## config.mk

```make
export PLATFORM = sky130hd
export DESIGN_NAME = avr_pmem_arb
export DESIGN_NICKNAME = d
export VERILOG_FILES = /design/src/rtl/avr_pmem_pkg.sv /design/src/rtl/avr_pmem_arb.sv
export SDC_FILE = /design/constraint.sdc
export NUM_CORES = 1
export LEC_CHECK = 0
export CAP_MARGIN = 20
export CORE_ASPECT_RATIO = 0.6
export CORE_UTILIZATION = 36
export DETAILED_ROUTE_END_ITERATION = 6
export GPL_TIMING_DRIVEN = 0
export PLACE_DENSITY = 0.88
export SYNTH_ARGS = -nofsm -noshare
export SYNTH_HDL_FRONTEND = slang
export SYNTH_SLANG_ARGS = --single-unit
```

## constraint.sdc

```tcl
create_clock -name CLK -period 2.05 [get_ports CLK]
set_clock_uncertainty 0.05 [all_clocks]
set_input_delay 0.3075 -clock CLK [delete_from_list [all_inputs] [get_ports CLK]]
set_output_delay 0.3075 -clock CLK [all_outputs]
set_load 0.005 [all_outputs]
```

## src/rtl/avr_pmem_pkg.sv

```systemverilog
// Shared definitions for the AVR program-memory port controller.
package avr_pmem_pkg;

    localparam int PMEM_AW_DEFAULT = 9;

    // Controller states
    typedef enum logic [1:0] {
        ST_RUN     = 2'd0,
        ST_LPM_RET = 2'd1,
        ST_LOAD    = 2'd2,
        ST_RESTART = 2'd3
    } pmem_state_e;

    // Which requester's read is outstanding (data returns next cycle)
    localparam logic [1:0] REQ_NONE  = 2'd0;
    localparam logic [1:0] REQ_FETCH = 2'd1;
    localparam logic [1:0] REQ_LPM   = 2'd2;
    localparam logic [1:0] REQ_LOAD  = 2'd3;

endpackage

```

## src/rtl/avr_pmem_arb.sv

```systemverilog
// Program-memory port controller: shares one synchronous-read, single-port
// program memory between instruction fetch, LPM byte reads and the loader.
//
// state      | meaning
// -----------+----------------------------------------------------------
// RUN        | fetch owns the port; LPM may preempt for one cycle
// LPM_RET    | LPM data returns and is acked; fetch granted again
// LOAD       | loader owns the port, core held
// RESTART    | one idle cycle after the loader releases the memory
module avr_pmem_arb
    import avr_pmem_pkg::*;
#(
    parameter int AW = PMEM_AW_DEFAULT
) (
    input  logic          CLK,
    input  logic          RST,
    input  logic          f_req,
    input  logic [15:0]   f_addr,
    output logic [15:0]   f_data,
    output logic          f_valid,
    output logic          f_stall,
    input  logic          lpm_req,
    input  logic [15:0]   lpm_z,
    output logic [7:0]    lpm_data,
    output logic          lpm_ack,
    input  logic          ld_en,
    input  logic          ld_we,
    input  logic [AW-1:0] ld_addr,
    input  logic [15:0]   ld_wdata,
    output logic [15:0]   ld_rdata,
    output logic          cpu_hold,
    output logic [AW-1:0] m_addr,
    output logic          m_rd,
    output logic          m_we,
    output logic [15:0]   m_wdata,
    input  logic [15:0]   m_rdata
);

    pmem_state_e state_q, state_d;
    logic [1:0]  rd_type_q, rd_type_d;
    logic        z0_q, z0_d;
    logic [7:0]  lpm_data_q;
    logic [15:0] ld_rdata_q;
    logic [7:0]  lpm_byte;

    // Address bits above the memory size simply wrap.
    logic unused_addr_bits;
    assign unused_addr_bits = ^{f_addr[15:AW], lpm_z[15:AW+1]};

    // Port arbitration, qualifiers and next-state selection
    always_comb begin
        state_d   = state_q;
        rd_type_d = REQ_NONE;
        z0_d      = z0_q;
        m_addr    = f_addr[AW-1:0];
        m_rd      = 1'b0;
        m_we      = 1'b0;
        m_wdata   = ld_wdata;
        f_stall   = 1'b1;
        cpu_hold  = 1'b0;
        if (!RST) begin
            unique case (state_q)
                ST_RUN, ST_LPM_RET: begin
                    if (ld_en) begin
                        cpu_hold = 1'b1;
                        state_d  = ST_LOAD;
                    end else if (state_q == ST_RUN && lpm_req) begin
                        // LPM steals exactly this one fetch slot
                        m_addr    = lpm_z[AW:1];
                        m_rd      = 1'b1;
                        z0_d      = lpm_z[0];
                        rd_type_d = REQ_LPM;
                        state_d   = ST_LPM_RET;
                    end else begin
                        f_stall   = 1'b0;
                        m_rd      = f_req;
                        rd_type_d = f_req ? REQ_FETCH : REQ_NONE;
                        state_d   = ST_RUN;
                    end
                end
                ST_LOAD: begin
                    cpu_hold = 1'b1;
                    if (ld_en) begin
                        m_addr    = ld_addr;
                        m_we      = ld_we;
                        m_rd      = !ld_we;
                        rd_type_d = ld_we ? REQ_NONE : REQ_LOAD;
                    end else begin
                        state_d = ST_RESTART;
                    end
                end
                ST_RESTART: begin
                    cpu_hold = 1'b1;
                    state_d  = ld_en ? ST_LOAD : ST_RUN;
                end
                default: state_d = ST_RUN;
            endcase
        end
    end

    // State, outstanding-read tag and held read-back values
    always_ff @(posedge CLK or posedge RST) begin
        if (RST) begin
            state_q    <= ST_RUN;
            rd_type_q  <= REQ_NONE;
            z0_q       <= 1'b0;
            lpm_data_q <= 8'h00;
            ld_rdata_q <= 16'h0000;
        end else begin
            state_q    <= state_d;
            rd_type_q  <= rd_type_d;
            z0_q       <= z0_d;
            lpm_data_q <= lpm_data;
            ld_rdata_q <= ld_rdata;
        end
    end

    assign lpm_byte = z0_q ? m_rdata[15:8] : m_rdata[7:0];

    // Read data is live in its return cycle, then held for late consumers.
    assign lpm_data = (rd_type_q == REQ_LPM)  ? lpm_byte : lpm_data_q;
    assign ld_rdata = (rd_type_q == REQ_LOAD) ? m_rdata  : ld_rdata_q;
    assign lpm_ack  = (state_q == ST_LPM_RET);
    assign f_valid  = (rd_type_q == REQ_FETCH);
    assign f_data   = m_rdata;

endmodule
```

**Word-level counts from Yosys, hierarchy flattened**

Cells that the tools add are included.

- Mux-type cells: 35
- Reductions and logical operators: 7
- Bitwise gates (word level): 2
- Equality and inequality tests: 7

Operators by type and width:

| operator | number |
|---|---|
| two-way mux 9 bit | 4 |
| one-hot mux 9 bit (2 select lines) | 1 |
| two-way mux 16 bit | 1 |
| two-way mux 2 bit | 8 |
| two-way mux 8 bit | 2 |
| two-way mux 1 bit | 15 |
| == test 2 bit, second input constant | 4 |
| one-hot mux 2 bit (3 select lines) | 1 |
| == test 2 x 1 -> 1 bit, second input constant | 2 |
| one-hot mux 1 bit (2 select lines) | 2 |
| one-hot mux 2 bit (2 select lines) | 1 |
| AND reduction 4 bit | 1 |
| OR reduction 2 bit | 2 |
| zero test 2 bit | 1 |
| inequality test 2 bit, second input constant | 1 |
| NOT 1 bit | 2 |
| AND reduction 2 bit | 1 |
| logical AND 1 bit | 1 |
| zero test 1 bit | 1 |

- Input port bits: 79
- Register bits after elaboration: 29
- Word-level logic and storage cells: 56
- Output and inout port bits: 71

**Depth between registers and ports, before layout**

Gate-level depths: netlist of the first run.

- Depth after elaboration: 6
- Depth in mapped cells: 5
- Mapped depth without buffers: 3

**Worst setup path before layout of the first run**

OpenSTA, ideal clock, no wires.

- Path kind: input-to-reg
- Start: input port RST
- End: register state_q[0]
- Buffers on the path: 1
- Arrival time: 1444 ps
- Required time: 1905 ps
- Slack: 462 ps
- Library setup time: 95 ps
- Cell stages on the path: 4
- Cells stage by stage: clkbuf_1 > inv_1 > o211ai_1 > o22ai_1

- Word-level cells in the longest chain between the ends: 2

RTL lines:

| element | RTL line | text |
|---|---|---|
| start, declared | avr_pmem_arb.sv:16 | `input logic RST,` |
| NOT 1 bit (no line) | -- |  |
| AND reduction 2 bit (no line) | -- |  |
| end signal, assigned | avr_pmem_arb.sv:110 | `state_q <= state_d;` |
| end, declared | avr_pmem_arb.sv:39 | `pmem_state_e state_q, state_d;` |

Every way passes these cells.
A chain may end at the register's enable or synchronous reset.

**Worst setup path in the final report of the first run**

- Start: register state_q[0]
- End: output port m_addr[5]

- Word-level cells in the longest chain between the ends: 6
- Elaborated cells between the ends (all ways): 9
- Those cells by class: eq/ne: 2; mux: 4; reduce/logical: 3

RTL lines:

| element | RTL line | text |
|---|---|---|
| zero test 2 bit | avr_pmem_arb.sv:62, avr_pmem_arb.sv:67 |  |
| logical AND 1 bit | avr_pmem_arb.sv:67 | `end else if (state_q == ST_RUN && lpm_req) begin` |
| two-way mux 9 bit | avr_pmem_arb.sv:67 |  |
| two-way mux 9 bit | avr_pmem_arb.sv:64 | `if (ld_en) begin` |
| one-hot mux 9 bit (2 select lines) (*) | avr_pmem_arb.sv:62 | `unique case (state_q)` |
| two-way mux 9 bit (*) | avr_pmem_arb.sv:61 | `if (!RST) begin` |
| end, declared | avr_pmem_arb.sv:32 | `output logic [AW-1:0] m_addr,` |

Mark *: on every way between the ends. The rest lies on a longest branch, timed or not.

==> results of run 1 <==
-- power by group through the flow --
stage | Sequential, mW | Clock [mW] | Combinational [mW]
finish | 0.809 | 0.618 | 1.14
floorplan | 0.791 | 0 | 0.478
global placement | 0.797 | 0 | 1.12
CTS | 0.799 | 0.624 | 1.12
global route | 0.827 | 0.653 | 1.23
detailed placement | 0.808 | 0 | 1.15
-- worst max path at each step --
stage | start | to | slack (ns) | depth (start not counted)
after floorplan | RST | state_q[0] | 0.46 | 4
after global placement | ld_en | m_addr[8] | -0.53 | 7
after detailed placement | ld_en | m_addr[3] | -0.62 | 7
after CTS | state_q[0] | m_addr[5] | -0.04 | 7
after global routing | state_q[0] | m_addr[5] | -0.10 | 7
final | state_q[0] | m_addr[5] | -0.05 | 7
-- cell usage in the layout (no fill, tap or decap), types with 2 or more instances in the layout --
master,count
clkdlybuf4s50_1,80
buf_4,53
dfrtp_1,26
dlygate4sd2_1,23
mux2_2,17
mux2i_1,17
buf_6,15
a31oi_1,10
nand2_1,10
and2_1,10
o211ai_1,10
buf_2,10
clkbuf_8,7
o21ai_0,7
nand2_2,7
clkdlybuf4s15_1,5
inv_1,3
nor2_1,3
dfrtp_2,3
clkbuf_4,2
nand2b_4,2
nor2_2,2
nand2_4,2
o21ai_1,2
clkbuf_2,2
-- registers in the layout, summed over array words and instances (netlist names) --
name and count:
ld_rdata_q 16, lpm_data_q 8, rd_type_q 2, state_q 2, z0_q 1
-- metal layers --
metal,track usage,vias to the layer above,wire length (um)
li1,-,940,-
met1,0.335,973,2900
met2,0.415,95,3090
met3,0.0547,16,402
met4,0.0909,0,138
met5,0,-,0
-- final cells by class --
cell class | instances | area share
inverter | 3 | 0.00312
clock buffer | 7 | 0.0240
sequential | 29 | 0.202
clock inverter | 1 | 0.00833
buffer | 40 | 0.0892
multi-input combinational | 112 | 0.249
tap | 63 | 0.0219
timing repair buffer | 154 | 0.402
-- critical path: cells and delay by family, from the launching register on --
| kind | cells | cell delay [ns] |
|---|---|---|
| AO/OA/AOI/OAI | 1 | 0.08 |
| flip-flops | 1 | 0.46 |
| buffers and inverters | 4 | 0.53 |
| AND/OR/NAND/NOR | 2 | 0.38 |
-- logic make-up after synthesis --
| kind of cell | share of synthesized area |
|---|---|
| muxes | 0.196 |
| DFF | 0.392 |
| and+or+nand+nor | 0.129 |
| buffers and inverters | 0.168 |
| AOI/OAI and AO/OA | 0.116 |
-- metrics by stage --
stage	cell area, um^2	setup slack (ns)	instances
finish	3600	-0.0479	409
global route	3600	-0.105	409
CTS	3560	-0.0438	409
detailed placement	3160	-0.623	371
global placement	3130	-0.527	370
floorplan	1850	0.462	187
-- repair_timing --
item,CTS,global route
hold buffers,0,0
pin swaps,8,8
gates resized for setup,118,21
setup buffers,32,3
cloned,1,0
setup endpoints to repair,39,21
==> flow_summary.yaml, run 1 <==
routing:
  drtAntennaViolNets: 0
  drc_errors: 0
  first_pass_iters: 4
  vias: 2024
  totalWireLength_mm: 6.53
  first_iter_violations: 121
  via_per_inst: 4.95
  wl_per_cell_um: 16.0
final_layout:
  fin_util: 0.758
  final_layout_size_suffix_gt1_frac: 0.382
  multi_input_area_um2: 897
  syn_to_final_growth_pct: 94.9
  diodes: 0
  seq_area_um2: 729
  n_fill_cell: 325
  final_net_count: 424
global_route:
  grtUsageTotal: 0.254
  grt_pass1_vias: 2043
  overflow: 0
  antenna_found_initial: 0
  grt_start_max_net_pins: 20
  grt_pass1_wl_mm: 10.3
worst_setup_path:
  r2r_cells: 11
  path_max_fanout: 5
  end_kind: "output pin"
  cp.arrival_ns: 1.74
  crit_path_max_incr_delay_ns: 0.46
  startpoint_type: "flip-flop"
  cpMostUsedCell: "buf_6"
  setup.worst_path.class: "flip-flop to output pin"
  reg2reg_slack_ns: 0.01
  r2r_end: "rd_type_q[1]"
  crit_required_ns: 1.69
  crit_slowest_cell: "dfrtp_2"
  crit_chain: "nor4bb_4 -> buf_4 -> buf_6 -> buf_6 -> nand2_2 -> o211ai_1 -> buf_2"
  rr_startpoint: "state_q[1]"
sta:
  setup_ws_ns: -0.0479
  hold_viol_final: 0
  slew_headroom: 0.614
  tightest_slew_ns: 0.579
  fmax_mhz: 477
  maxSlewViolCount: 0
  layout_min_cycle_time_ns: 2.10
  tns_ns: -0.0990
  fin_hold_ws_ns: 0.441
  fin_crit_sh: 1.02
  rsz0062_at_grt: "true"
  setup_viol: 3
outcome:
  violations: "setup timing"
  status: "finished with violations"
synthesis:
  synthTopCellsByArea: "dfrtp_1, buf_4, mux2_2, mux2i_1, o211ai_1"
  ys_types: 25
  synth_area_per_cell_um2: 9.89
  yosysTopAreaCell: "dfrtp_1"
  netlist_instances: 187
  synth_edf_count: 0
  synth_fp_nets: 266
  yosys.area.top_type_share: 0.392
  post-synth-top-count-cell: "buf_4"
  ys_dominant_reg_cell: "dfrtp_1"
  netlist_area_mm2: 0.00185
  async_reset_ff_frac: 1.00
  seq_area_frac_synth: 0.392
  synthTopCellsByCount: "buf_4, dfrtp_1, nand2_1, mux2_2, mux2i_1"
  ys.warnings.count: 0
  ys_ff_latch: 29
clock_network:
  clk_path_buf_depth: 2
  clkLatencyLatePin_ns: 0.29
  cts_tree: "done"
  cts.sinks: 29
  cts_buffers: 5
  root_buffer: "clkbuf_8"
  clkTransAtPathRegs_ns: 0.07
  htreeDepth: 2
pwr:
  power_mw: 2.57
  combinationalPowerShare: 0.444
  clkPwrFrac: 0.241
  p_sw_uw: 753
  sw_frac_of_total: 0.293
  seqPwrFrac: 0.315
  peakVddDrop_uv: 362
  pwr_density_cell_mw_per_mm2: 712
  p_leak_nw: 1.65
  p_int_mw: 1.81
place:
  io_buffers: 120
  hpwl_mm: 4.50
  gp_congestion: 0.809
floorplan:
  start_util: 0.389
  core_mm2: 0.00475
  rows: 19
  die_w_um: 94.5
  die_h_um: 57.5
  die_area_mm2: 0.00544
  io_pins: 150
hold_path:
  holdPathEnd: "lpm_data_q[5]"
  holdPathStages: 2
  worstHoldStart: "lpm_data_q[5]"
  holdCritPathClass: "flip-flop to flip-flop"
job:
  max_cap_viol_count: 0
No activity file was read; power rests on OpenSTA's default activity.
==> run 2, diff against run 1 <==
--- a/config.mk
+++ b/config.mk
@@ -7,10 +7,12 @@
 export LEC_CHECK = 0
 export CAP_MARGIN = 20
 export CORE_ASPECT_RATIO = 0.6
-export CORE_UTILIZATION = 36
+export CORE_UTILIZATION = 30
+export CTS_CLUSTER_DIAMETER = 150
 export DETAILED_ROUTE_END_ITERATION = 6
 export GPL_TIMING_DRIVEN = 0
-export PLACE_DENSITY = 0.88
+export PLACE_DENSITY = 0.75
+export REMOVE_ABC_BUFFERS = 1
 export SYNTH_ARGS = -nofsm -noshare
 export SYNTH_HDL_FRONTEND = slang
 export SYNTH_SLANG_ARGS = --single-unit
==> run 2 against run 1 <==
  * The flow still finishes with violations (setup timing)
  * Largest cell class unchanged
  * Sequential power grew 0.9%
  * Critical path depth is 2 higher
  * Critical path type unchanged
  * Clock power down 21%
  * Power decreased by 3.9%
  * First-iteration DRC count decreased by 44%
  * Register-to-register slack improved by 0.06 ns
  * Critical endpoint is now m_addr[0]
==> flow_summary.yaml, run 2 (synthesis gave the netlist of run 1 again) <==
outcome:
  status: "finished with violations"
  violations: "setup timing"
routing:
  wl_per_cell_um: 17.5
  first_iter_violations: 68
  first_pass_iters: 4
  via_per_inst: 4.71
  wl_met1_mm: 2.99
  wl_met2_mm: 2.94
  vias: 1800
  drc_errors: 0
  top_layer_used: "met5"
  drtAntennaViolNets: 0
  dr_wl_met3_um: 567
  totalWireLength_mm: 6.69
worst_setup_path:
  cp.arrival_ns: 1.74
  setup.worst_path.class: "flip-flop to output pin"
  end_kind: "output pin"
  crit_required_ns: 1.69
  startpoint_type: "flip-flop"
  path_max_fanout: 7
global_route:
  overflow: 0
  grt_start_max_net_pins: 25
  grtUsageTotal: 0.197
  grt_pass1_wl_mm: 9.38
  antenna_found_initial: 0
  grt_pass1_vias: 1764
final_layout:
  final_common_cell: "clkdlybuf4s50_1"
  mostFrequentLayoutCells: "clkdlybuf4s50_1, buf_4, dfrtp_1"
  diodes: 0
  final_layout_size_suffix_gt1_frac: 0.318
  multi_input_area_um2: 905
  design_area_mm2: 0.00330
  fin_util: 0.573
  n_fill_cell: 502
  top_register: "ld_rdata_q"
  syn_to_final_growth_pct: 78.4
  final_net_count: 381
  top_regs: "ld_rdata_q x16, lpm_data_q x8"
  largest_reg_flops: 16
  seq_area_um2: 732
place:
  hpwl_mm: 4.39
  gp_congestion: 0.749
  place_area_mm2: 0.00273
  io_buffers: 104
sta:
  fin_crit_sh: 1.02
  rsz0062_at_grt: "true"
  slew_headroom: 0.730
  setup_viol: 1
  layout_min_cycle_time_ns: 2.09
  setup_ws_ns: -0.0445
  fmax_mhz: 477
  hold_viol_final: 0
  tightest_slew_ns: 0.404
  maxSlewViolCount: 0
pwr:
  combinationalPowerShare: 0.469
  pwr_density_cell_mw_per_mm2: 747
  p_sw_uw: 743
  clkPwrFrac: 0.199
  seqPwrFrac: 0.331
  peakVddDrop_uv: 431
  p_int_mw: 1.72
  sw_frac_of_total: 0.301
  p_leak_nw: 1.61
clock_network:
  cts_buffers: 5
  root_buffer: "clkbuf_8"
  clk_path_buf_depth: 2
  cts_hold_buffers: 0
  cts_tree: "done"
  clkTransAtPathRegs_ns: 0.07
  clkLatencyLatePin_ns: 0.29
  cts.sinks: 29
  htreeDepth: 2
floorplan:
  die_area_mm2: 0.00649
  start_util: 0.321
  die_h_um: 62.8
  io_pins: 150
  rows: 21
  core_mm2: 0.00575
  die_w_um: 103
job:
  max_cap_viol_count: 0
hold_path:
  holdCritPathClass: "primary input to async pin"
[run 2: worst max-delay path, cell delays in order, from the launching register on]
cell and delay, ns:
dfrtp_2 0.43, buf_6 0.12, buf_6 0.10, nor4bb_4 0.14, buf_6 0.15, buf_6 0.12, buf_6 0.11, nand2_2 0.04
o211ai_1 0.09, buf_2 0.14
[run 2: layer usage]
layer / vias to the layer above / track usage
li1: 856 / -
met1: 852 / 0.237
met2: 77 / 0.294
met3: 13 / 0.101
met4: 2 / 0.0599
met5: - / 0.0855
[run 2: power by group through the flow]
stage	clock (mW)	combinational, mW	sequential [mW]
detailed placement	0	0.982	0.864
floorplan	0	0.365	0.826
global route	0.540	1.25	0.835
CTS	0.491	1.07	0.847
global placement	0	0.960	0.854
finish	0.491	1.16	0.816
[run 2: final cells by class]
cell class	count	share of cell area
Sequential cell	29	0.222
Multi-Input combinational cell	114	0.274
Inverter	3	0.00341
Timing Repair Buffer	149	0.444
Clock buffer	7	0.0262
Tap cell	80	0.0303
[run 2: worst paths after layout]
check	from	end	slack, ns	depth (start not counted)
min in group CLK	ld_rdata_q[5]	ld_rdata_q[5]	0.44	1
worst min register to register	ld_rdata_q[5]	ld_rdata_q[5]	0.44	1
worst max register to register	state_q[1]	rd_type_q[1]	0.07	11
worst min-delay path	RST	ld_rdata_q[10]	0.28	2
max in group asynchronous	RST	rd_type_q[1]	1.20	3
worst max-delay path	state_q[1]	m_addr[0]	-0.04	9
[run 2: per-stage QoR]
step           TNS, ns  hold slack, ns  std cells  setup slack [ns]  power, mW
6_report       -0.0445           0.280        382           -0.0445       2.46
5_1_grt         -0.300           0.327        382            -0.101       2.62
4_1_cts          -2.09           0.288        361            -0.171       2.41
3_5_place_dp    -14.86           0.432        329             -1.11       1.85
3_3_place_gp    -23.60           0.422        328             -1.52       1.81
2_1_floorplan        0           0.322        144             0.111       1.19
[run 2: repair_timing]
action | 4_1_cts | 5_1_grt
hold endpoints to repair | 0 | 0
setup endpoints to repair | 37 | 35
setup buffers | 25 | 21
pin swaps | 4 | 10
gates resized for setup | 52 | 60
gates cloned | 0 | 2
==> run 3, diff against run 2 <==
--- a/config.mk
+++ b/config.mk
@@ -13,6 +13,7 @@
 export GPL_TIMING_DRIVEN = 0
 export PLACE_DENSITY = 0.75
 export REMOVE_ABC_BUFFERS = 1
+export SLEW_MARGIN = 5
 export SYNTH_ARGS = -nofsm -noshare
 export SYNTH_HDL_FRONTEND = slang
 export SYNTH_SLANG_ARGS = --single-unit
==> constraint.sdc (replaced) <==
create_clock -name CLK -period 2.4 [get_ports CLK]
set_clock_uncertainty 0.05 [all_clocks]
set_input_delay 0.36 -clock CLK [delete_from_list [all_inputs] [get_ports CLK]]
set_output_delay 0.36 -clock CLK [all_outputs]
set_load 0.005 [all_outputs]
==> run 3 against run 2 <==
  * The flow now finishes without violations
  * Utilization decreased by 6.0 points
  * Cell area decreased by 10%
  * First-iteration DRC count decreased by 31%
  * Critical path depth decreased by 6
  * Non-clock buffer count decreased by 28
  * Via count decreased by 8.0%
  * Die area unchanged
  * Power decreased by 20%
  * Sequential power decreased by 12%
  * Global-route usage decreased by 1.6 points
  * Register-to-register slack improved by 0.79 ns
  * Largest cell class unchanged
  * Largest power group unchanged
==> flow_summary.yaml, run 3 (synthesis gave the netlist of run 1 again) <==
clock_network:
  cts_buffers: 5
  cts.sinks: 29
  htreeDepth: 2
  root_buffer: "clkbuf_8"
  clk_path_buf_depth: 2
  clkLatencyLatePin_ns: 0.27
  cts_tree: "done"
  clkTransAtPathRegs_ns: 0.06
floorplan:
  die_area_mm2: 0.00649
  die_w_um: 103
  start_util: 0.321
  rows: 21
  core_mm2: 0.00575
  io_pins: 150
  die_h_um: 62.8
worst_setup_path:
  end_kind: "output pin"
  cp.arrival_ns: 1.87
  crit_required_ns: 1.99
  crit_slowest_cell: "clkdlybuf4s50_1"
  crit_path_max_incr_delay_ns: 0.46
  path_max_fanout: 16
  setup.worst_path.class: "flip-flop to output pin"
  r2r_cells: 4
  crit_chain: "nand2_2 -> mux2_2 -> clkdlybuf4s50_1"
  startpoint_type: "flip-flop"
sta:
  rsz0062_at_grt: "false"
  slew_headroom: 0.687
  setup_viol: 0
  tightest_slew_ns: 0.469
  layout_min_cycle_time_ns: 2.28
  tns_ns: 0
  maxSlewViolCount: 0
  fmax_mhz: 438
  hold_viol_final: 0
  fin_crit_sh: 0.950
  fin_hold_ws_ns: 0.207
global_route:
  antenna_found_initial: 0
  grt_pass1_vias: 1626
  grtUsageTotal: 0.181
  grt_start_max_net_pins: 23
  overflow: 0
  grt_pass1_wl_mm: 8.76
routing:
  drtAntennaViolNets: 0
  via_per_inst: 4.69
  first_iter_violations: 47
  drc_errors: 0
  first_pass_iters: 4
  wl_per_cell_um: 16.5
  vias: 1656
  totalWireLength_mm: 5.82
outcome:
  status: "finished clean"
pwr:
  p_leak_nw: 1.25
  peakVddDrop_uv: 301
  p_sw_uw: 558
  seqPwrFrac: 0.367
  pwr_density_cell_mw_per_mm2: 666
  clkPwrFrac: 0.189
  sw_frac_of_total: 0.284
  p_int_mw: 1.41
  combinationalPowerShare: 0.444
final_layout:
  final_layout_size_suffix_gt1_frac: 0.183
  final_common_cell: "clkdlybuf4s50_1"
  n_fill_cell: 531
  mostFrequentLayoutCells: "clkdlybuf4s50_1, dfrtp_1, nand2_1"
  syn_to_final_growth_pct: 59.8
  largest_reg_flops: 16
  top_regs: "ld_rdata_q x16, lpm_data_q x8"
  final_net_count: 351
  diodes: 0
  top_register: "ld_rdata_q"
place:
  gp_congestion: 0.749
  io_buffers: 104
  hpwl_mm: 4.37
job:
  max_cap_viol_count: 0
hold_path:
  holdCritPathClass: "primary input to async pin"
[run 3: cell types whose count changed in the layout (fill, tap and decap cells not counted), sizes merged]
cell,previous run,this run
clkbuf,15,8
nand2b,4,3
dlygate4sd2,4,8
clkdlybuf4s50,65,91
nand2,20,19
buf,47,18
clkdlybuf4s15,3,1
dlymetal6s2s,22,3
[run 3: final timing paths]
path | start | end | slack [ns]
worst max-delay path | rd_type_q[1] | ld_rdata[0] | 0.12
worst max register to register | state_q[0] | z0_q | 0.86
min in group CLK | RST | rd_type_q[0] | 0.42
worst min register to register | ld_rdata_q[6] | ld_rdata_q[6] | 0.44
max in group asynchronous | RST | z0_q | 1.62
worst min-delay path | RST | ld_rdata_q[10] | 0.21
[run 3: layout make-up]
class	count	area, um^2	share of cell area
well taps	80	100	0.0339
inverters	3	11.3	0.00381
flip-flops and latches	29	729	0.247
multi-input cells	112	842	0.285
repair buffers	121	1190	0.403
clock buffers	8	80.1	0.0271
[run 3: layer usage]
metal | part of all wire | wire [um] | vias up | track usage
li1 | - | - | 795 | -
met1 | 0.47 | 2740 | 797 | 0.239
met2 | 0.44 | 2570 | 58 | 0.256
met3 | 0.073 | 425 | 4 | 0.0962
met4 | 0.00017 | 1 | 2 | 0.0264
met5 | 0.012 | 71 | - | 0.0855
[run 3: power by group through the flow]
| stage | registers (mW) | logic [mW] | clock network (mW) |
|---|---|---|---|
| after floorplan | 0.705 | 0.312 | 0 |
| after global placement | 0.730 | 0.820 | 0 |
| after detailed placement | 0.739 | 0.839 | 0 |
| after CTS | 0.722 | 0.874 | 0.390 |
| after global routing | 0.742 | 0.949 | 0.413 |
| final | 0.722 | 0.874 | 0.372 |
[run 3: what timing repair did]
action	4_1_cts	5_1_grt
endpoints found under the hold margin	0	0
hold buffers	0	0
setup buffers	9	5
setup endpoints to repair	30	9
gates cloned	1	0
resized for setup	24	6
pin swaps	2	2
[run 3: worst max-delay path, delay by kind of cell, from the launching register on]
| kind | cells | cell delay (ns) |
|---|---|---|
| and+or+nand+nor | 1 | 0.34 |
| DFF | 1 | 0.41 |
| buffers and inverters | 1 | 0.46 |
| muxes | 1 | 0.40 |
[run 3: through the flow]
step	power [mW]	setup slack (ns)	instance area, um^2	util	std cells
global placement	1.55	-1.27	2690	0.468	328
detailed placement	1.58	-0.732	2730	0.475	330
finish	1.97	0.119	2960	0.514	353
CTS	1.99	0.00952	2910	0.505	348
floorplan	1.02	0.408	1550	-	144
global route	2.10	0.00927	2960	0.514	353
==> edit 1: new RTL, config.mk and constraints of run 3 <==
The 4 states of `pmem_state_e` get a one-hot encoding in 4 bits.
--- a/src/rtl/avr_pmem_pkg.sv
+++ b/src/rtl/avr_pmem_pkg.sv
@@ -4,11 +4,11 @@
     localparam int PMEM_AW_DEFAULT = 9;
 
     // Controller states
-    typedef enum logic [1:0] {
-        ST_RUN     = 2'd0,
-        ST_LPM_RET = 2'd1,
-        ST_LOAD    = 2'd2,
-        ST_RESTART = 2'd3
+    typedef enum logic [3:0] {
+        ST_RUN     = 4'b0001,
+        ST_LPM_RET = 4'b0010,
+        ST_LOAD    = 4'b0100,
+        ST_RESTART = 4'b1000
     } pmem_state_e;
 
     // Which requester's read is outstanding (data returns next cycle)
Check against the original RTL: no difference found for any inputs over 10 cycles, from zero or initial values and one cycle with RST high; not proved beyond that.
==> edit 1 against run 3 <==
The run now ends with negative setup slack left; sequential cell count grew 2; critical endpoint is now m_addr[8]; count of clock-buffer cells in the layout stayed put; area after synthesis grew 3.0%; critical path type unchanged; largest cell class unchanged; cell area increased by 6.9%; largest power group unchanged; setup slack worse by 280 ps; total power up 28%; routed wire length increased by 3.6%.
==> edit 1: results (changes against run 3) <==
Synthesis
  • Synth Area in Adders: 0 (unchanged)
  • Synth warn: 0 (unchanged)
  • Synth top area share: 0.394 (+0.00154)
  • Cells after Synth: 186 (-0.53%)
  • Post-synth top cells: buf_4 (33), dfrtp_1 (30), mux2_2 (17)
  • Sequential share of the synthesized area: 0.408 (+0.0153)
  • Post-synthesis compound-gate area fraction: 0.150 (+0.0340)
  • Library cells used by synthesis: 41 (+64%)
  • Synth Area in XOR/XNOR: 0.00460 (+0.00460)
  • Top post-synthesis cells by area: dfrtp_1 (39%), buf_4 (13%), mux2_2 (10%)
  • Mux cell area share after synthesis: 0.142 (-0.0531)
  • Async SR Flop Fraction: 1.00 (unchanged)

Clock network
  • Longest Clk Path Bufs: 2 (unchanged)
  • H-tree levels: 2 (unchanged)
  • CTS buffer count: 5 (unchanged)
  • Clock transition at path regs: 70 ps
  • Latest clock arrival within the worst-skew pair: 270 ps (about the same)
  • Root Driver: clkbuf_8

Drt
  • TritonRoute pass-1 iters: 4 (unchanged)
  • Vias per inst: 4.81 (+2.6%)
  • Routed via count: 1762 (+6.4%)
  • Routed length per instance: 16.5 µm (about the same)
  • Initial drt markers: 122 (+160%)

GRT
  • GRT Util Overall: 0.188 (+0.00697)
  • First-pass GRT wire length: 9.56 mm (+9.0%)
  • Met2 Use GR: 0.259 (+0.00331)
  • Met1 GRT Util: 0.243 (+0.00439)
  • M3 GR Usage: 0.111 (+0.0150)
  • Initial antenna violation count: 0 (unchanged)
  • Pin count of the biggest net entering global routing: 22 (-4.3%)

Timing
  • Setup WS post-layout: -160 ps (-279 ps)
  • Final setup violation count: 9 (+9)
  • Setup TNS: -1160 ps (-1160 ps)
  • Worst hold margin: 254 ps (+47.2 ps)
  • Worst slew margin: 0.692 (+0.00566)

Placement
  • DP Cell Count: 334 (+1.2%)
  • Hpwl dp: 4.24 mm (-2.8%)
  • Final GP Congestion: 0.798 (+6.6%)
  • Worst slack at placement: -830 ps (-98.1 ps)
  • I/O Buffers: 104 (unchanged)

Final layout
  • Biggest registers after layout: ld_rdata_q (16), lpm_data_q (8), state_q (4)
  • Share of cells above drive strength 1: 0.319 (+0.136)
  • Nets: 360 (+2.6%)
  • Diodes inserted: 0 (unchanged)

Critical path
  • Critical-path maximum fanout: 5 (-11)
  • R2R Setup Slk: 360 ps (-500 ps)

Status
  • Failing checks: negative setup slack
  • Status: complete, but fails checks

Power and ir drop
  • Worst vdd ir: 0.307 mV (+2.1%)
  • Leakage: 1.35 nW (+8.1%)

Hold path
  • Hold crit path type: in2async
-- edit 1: kinds of logic (layout without fill, tap and decap cells) --
family / count (synthesis) / count (layout)
AND/OR/NAND/NOR: 46 / 47
buffers and inverters: 44 / 139
AO/OA/AOI/OAI: 39 / 39
flip-flops: 31 / 31
multiplexers: 25 / 25
XOR/XNOR: 1 / 1
-- edit 1: path summary, 6_finish.rpt --
check	start	to	cells past startpoint
worst max-delay path	state_q[0]	m_addr[8]	7
worst max register to register	state_q[2]	z0_q	4
worst min-delay path	RST	state_q[2]	3
min in group CLK	ld_rdata_q[5]	ld_rdata_q[5]	1
max in group asynchronous	RST	state_q[0]	3
worst min register to register	ld_rdata_q[5]	ld_rdata_q[5]	1
-- edit 1: power by group --
part	internal, mW	switching, mW	leakage, nW
Clock	0.261	0.184	0.0515
Sequential	0.649	0.109	0.367
Combinational	0.790	0.533	0.931
-- edit 1: final cells by class --
type	count	area [µm²]
Clock buffer	8	100
Fill cell	557	2950
Inverter	3	15.0
Multi-Input combinational cell	112	947
Sequential cell	31	782
Tap cell	84	105
Timing Repair Buffer	128	1210
-- edit 1: stage by stage --
step | util | area, µm² | total power [mW]
2_1_floorplan | - | 1620 | 1.20
3_3_place_gp | 0.452 | 2760 | 1.72
3_5_place_dp | 0.457 | 2790 | 1.74
4_1_cts | 0.514 | 3140 | 2.50
5_1_grt | 0.517 | 3160 | 2.69
6_report | 0.517 | 3160 | 2.53
-- edit 1: routing by layer --
layer / vias to the layer above / part of all wire
met5: - / 0.0095
met4: 2 / 0.0060
met3: 6 / 0.13
met2: 88 / 0.42
met1: 833 / 0.43
li1: 833 / -
-- edit 1: critical path, stage by stage (launching register included) --
cell     delay (ps)
dfstp_2         560
buf_6           120
or4b_4          140
o21ai_4          60
or3_4           410
buf_12          140
a221o_1         300
buf_2           130
-- edit 1: timing repair --
action / 4_1_cts / 5_1_grt
pin swaps: 17 / 4
endpoints found under the setup margin: 30 / 17
resized for setup: 81 / 14
gates cloned: 1 / 0
buffers inserted: 24 / 1
==> edit 2: new RTL, flow settings as in run 3 <==
Made on the original files. Set the package constant `PMEM_AW_DEFAULT` to 10 (it was 9).
--- a/src/rtl/avr_pmem_pkg.sv
+++ b/src/rtl/avr_pmem_pkg.sv
@@ -1,7 +1,7 @@
 // Shared definitions for the AVR program-memory port controller.
 package avr_pmem_pkg;
 
-    localparam int PMEM_AW_DEFAULT = 9;
+    localparam int PMEM_AW_DEFAULT = 10;
 
     // Controller states
     typedef enum logic [1:0] {
Ports: changed (resized ld_addr and m_addr); port bits go from 150 to 152. The function was not compared with the original's and may differ.
==> edit 2 against run 3 <==
Area after synthesis is 1.4% higher; routed wire length down 1.1%; setup slack lost 27 ps; maximum frequency is 1.2% lower; worst hold slack improved by 110 ps; total power is 1.9% higher; sequential cell count is the same; cell area grew 0.72%; die area increased by 1.3%; critical path depth did not move; synthesized cell count increased by 2.7%; first-iteration DRC count rose by 43%; critical path type unchanged; critical endpoint is now ld_rdata[11]; highest routed layer is now met4.
==> edit 2: results (changes against run 3) <==
Status
  • Status: finished, final reports clean

Drt
  • Initial drt markers: 67 (+43%)
  • Routed via count: 1663 (+0.42%)
  • Drt total wl: 5.75 mm (-1.1%)
  • Uppermost layer routed: met4
  • Metal3 WL: 502 µm (+18%)
  • WL met1: 2.82 mm (+2.8%)

Critical path
  • CP arrival: 1900 ps (+30 ps)
  • Worst setup path end: ld_rdata[11]
  • FF-to-FF path depth: 5 (+1)
  • R2R Setup Slk: 690 ps (-170 ps)

Placement
  • Placed inst area: 2760 µm² (+0.82%)
  • I/O Buffers: 108 (+3.8%)
  • Worst slack at placement: -876 ps (-143 ps)
  • DP Cell Count: 338 (+2.4%)
  • Hpwl dp: 4.13 mm (-5.4%)
  • Final GP Congestion: 0.764 (+2.0%)

Final layout
  • Non-clk buf share: 0.377 (-0.0260)
  • Register area: 732 µm² (+0.34%)
  • CLK BUF: 7 (-1)
  • Fin util: 0.513 (-0.000985)
  • Multi-input combinational area share: 0.297 (+0.0123)
  • Multi-input logic cell count: 117 (+4.5%)
  • Finished Layout Cells: 351 (-0.57%)
  • Share of cells above drive strength 1: 0.177 (-0.00603)
  • ClkCell Share: 0.0290 (+0.00191)
  • Inverters: 5 (+2)
  • Fill cells: 543 (+2.3%)

GRT
  • First-pass GRT wire length: 9.17 mm (+4.6%)
  • GRT Util Overall: 0.180 (-0.000763)
  • Pin count of the biggest net entering global routing: 21 (-8.7%)
  • Vias in the first global route: 1761 (+8.3%)
  • M3 GR Usage: 0.0611 (-0.0351)
  • Met1 GRT Util: 0.250 (+0.0108)

Clock network
  • Post-CTS setup buffers: 4 (-5)
  • CTS resizes: 44 (+83%)

Synthesis
  • Sequential share of the synthesized area: 0.387 (-0.00524)
  • Cells after Synth: 192 (+2.7%)
  • Post-synthesis compound-gate area fraction: 0.119 (+0.00380)
  • Mux cell area share after synthesis: 0.193 (-0.00261)
  • Top post-synthesis cells by area: dfrtp_1 (39%), buf_4 (13%), mux2_2 (9.6%)
  • Synth Area in Adders: 0 (unchanged)
  • Post-synth top cells: buf_4 (32), dfrtp_1 (29), mux2i_1 (17)

Power and ir drop
  • Worst vdd ir: 0.329 mV (+9.4%)

Timing
  • Period utilization: 0.962 (+0.0112)
## edit 2: power by group
group | total (mW) | internal [mW] | switching (mW)
logic | 0.888 | 0.560 | 0.327
registers | 0.723 | 0.643 | 0.0797
clock network | 0.395 | 0.227 | 0.168
total | 2.01 | 1.43 | 0.575
## edit 2: cell families (layout without fill, tap and decap cells)
| kind of cell | after synthesis | in the layout |
|---|---|---|
| muxes | 34 | 34 |
| and+or+nand+nor | 48 | 48 |
| buffers and inverters | 46 | 125 |
| DFF | 29 | 29 |
| AOI/OAI and AO/OA | 35 | 35 |
## edit 2: critical path, delay by kind of cell (launching register included)
family	cells	cell delay [ps]
DFF	1	410
muxes	1	410
buffers and inverters	1	460
and+or+nand+nor	1	340
## edit 2: worst min-delay path by stage
stage               cells past startpoint  slack [ps]             end
CTS                                     2         320   ld_rdata_q[4]
finish                                  2         320    rd_type_q[1]
detailed placement                      1         430  ld_rdata_q[12]
global route                            2         340  ld_rdata_q[12]
floorplan                               1         400    rd_type_q[0]
global placement                        2         420   lpm_data_q[4]
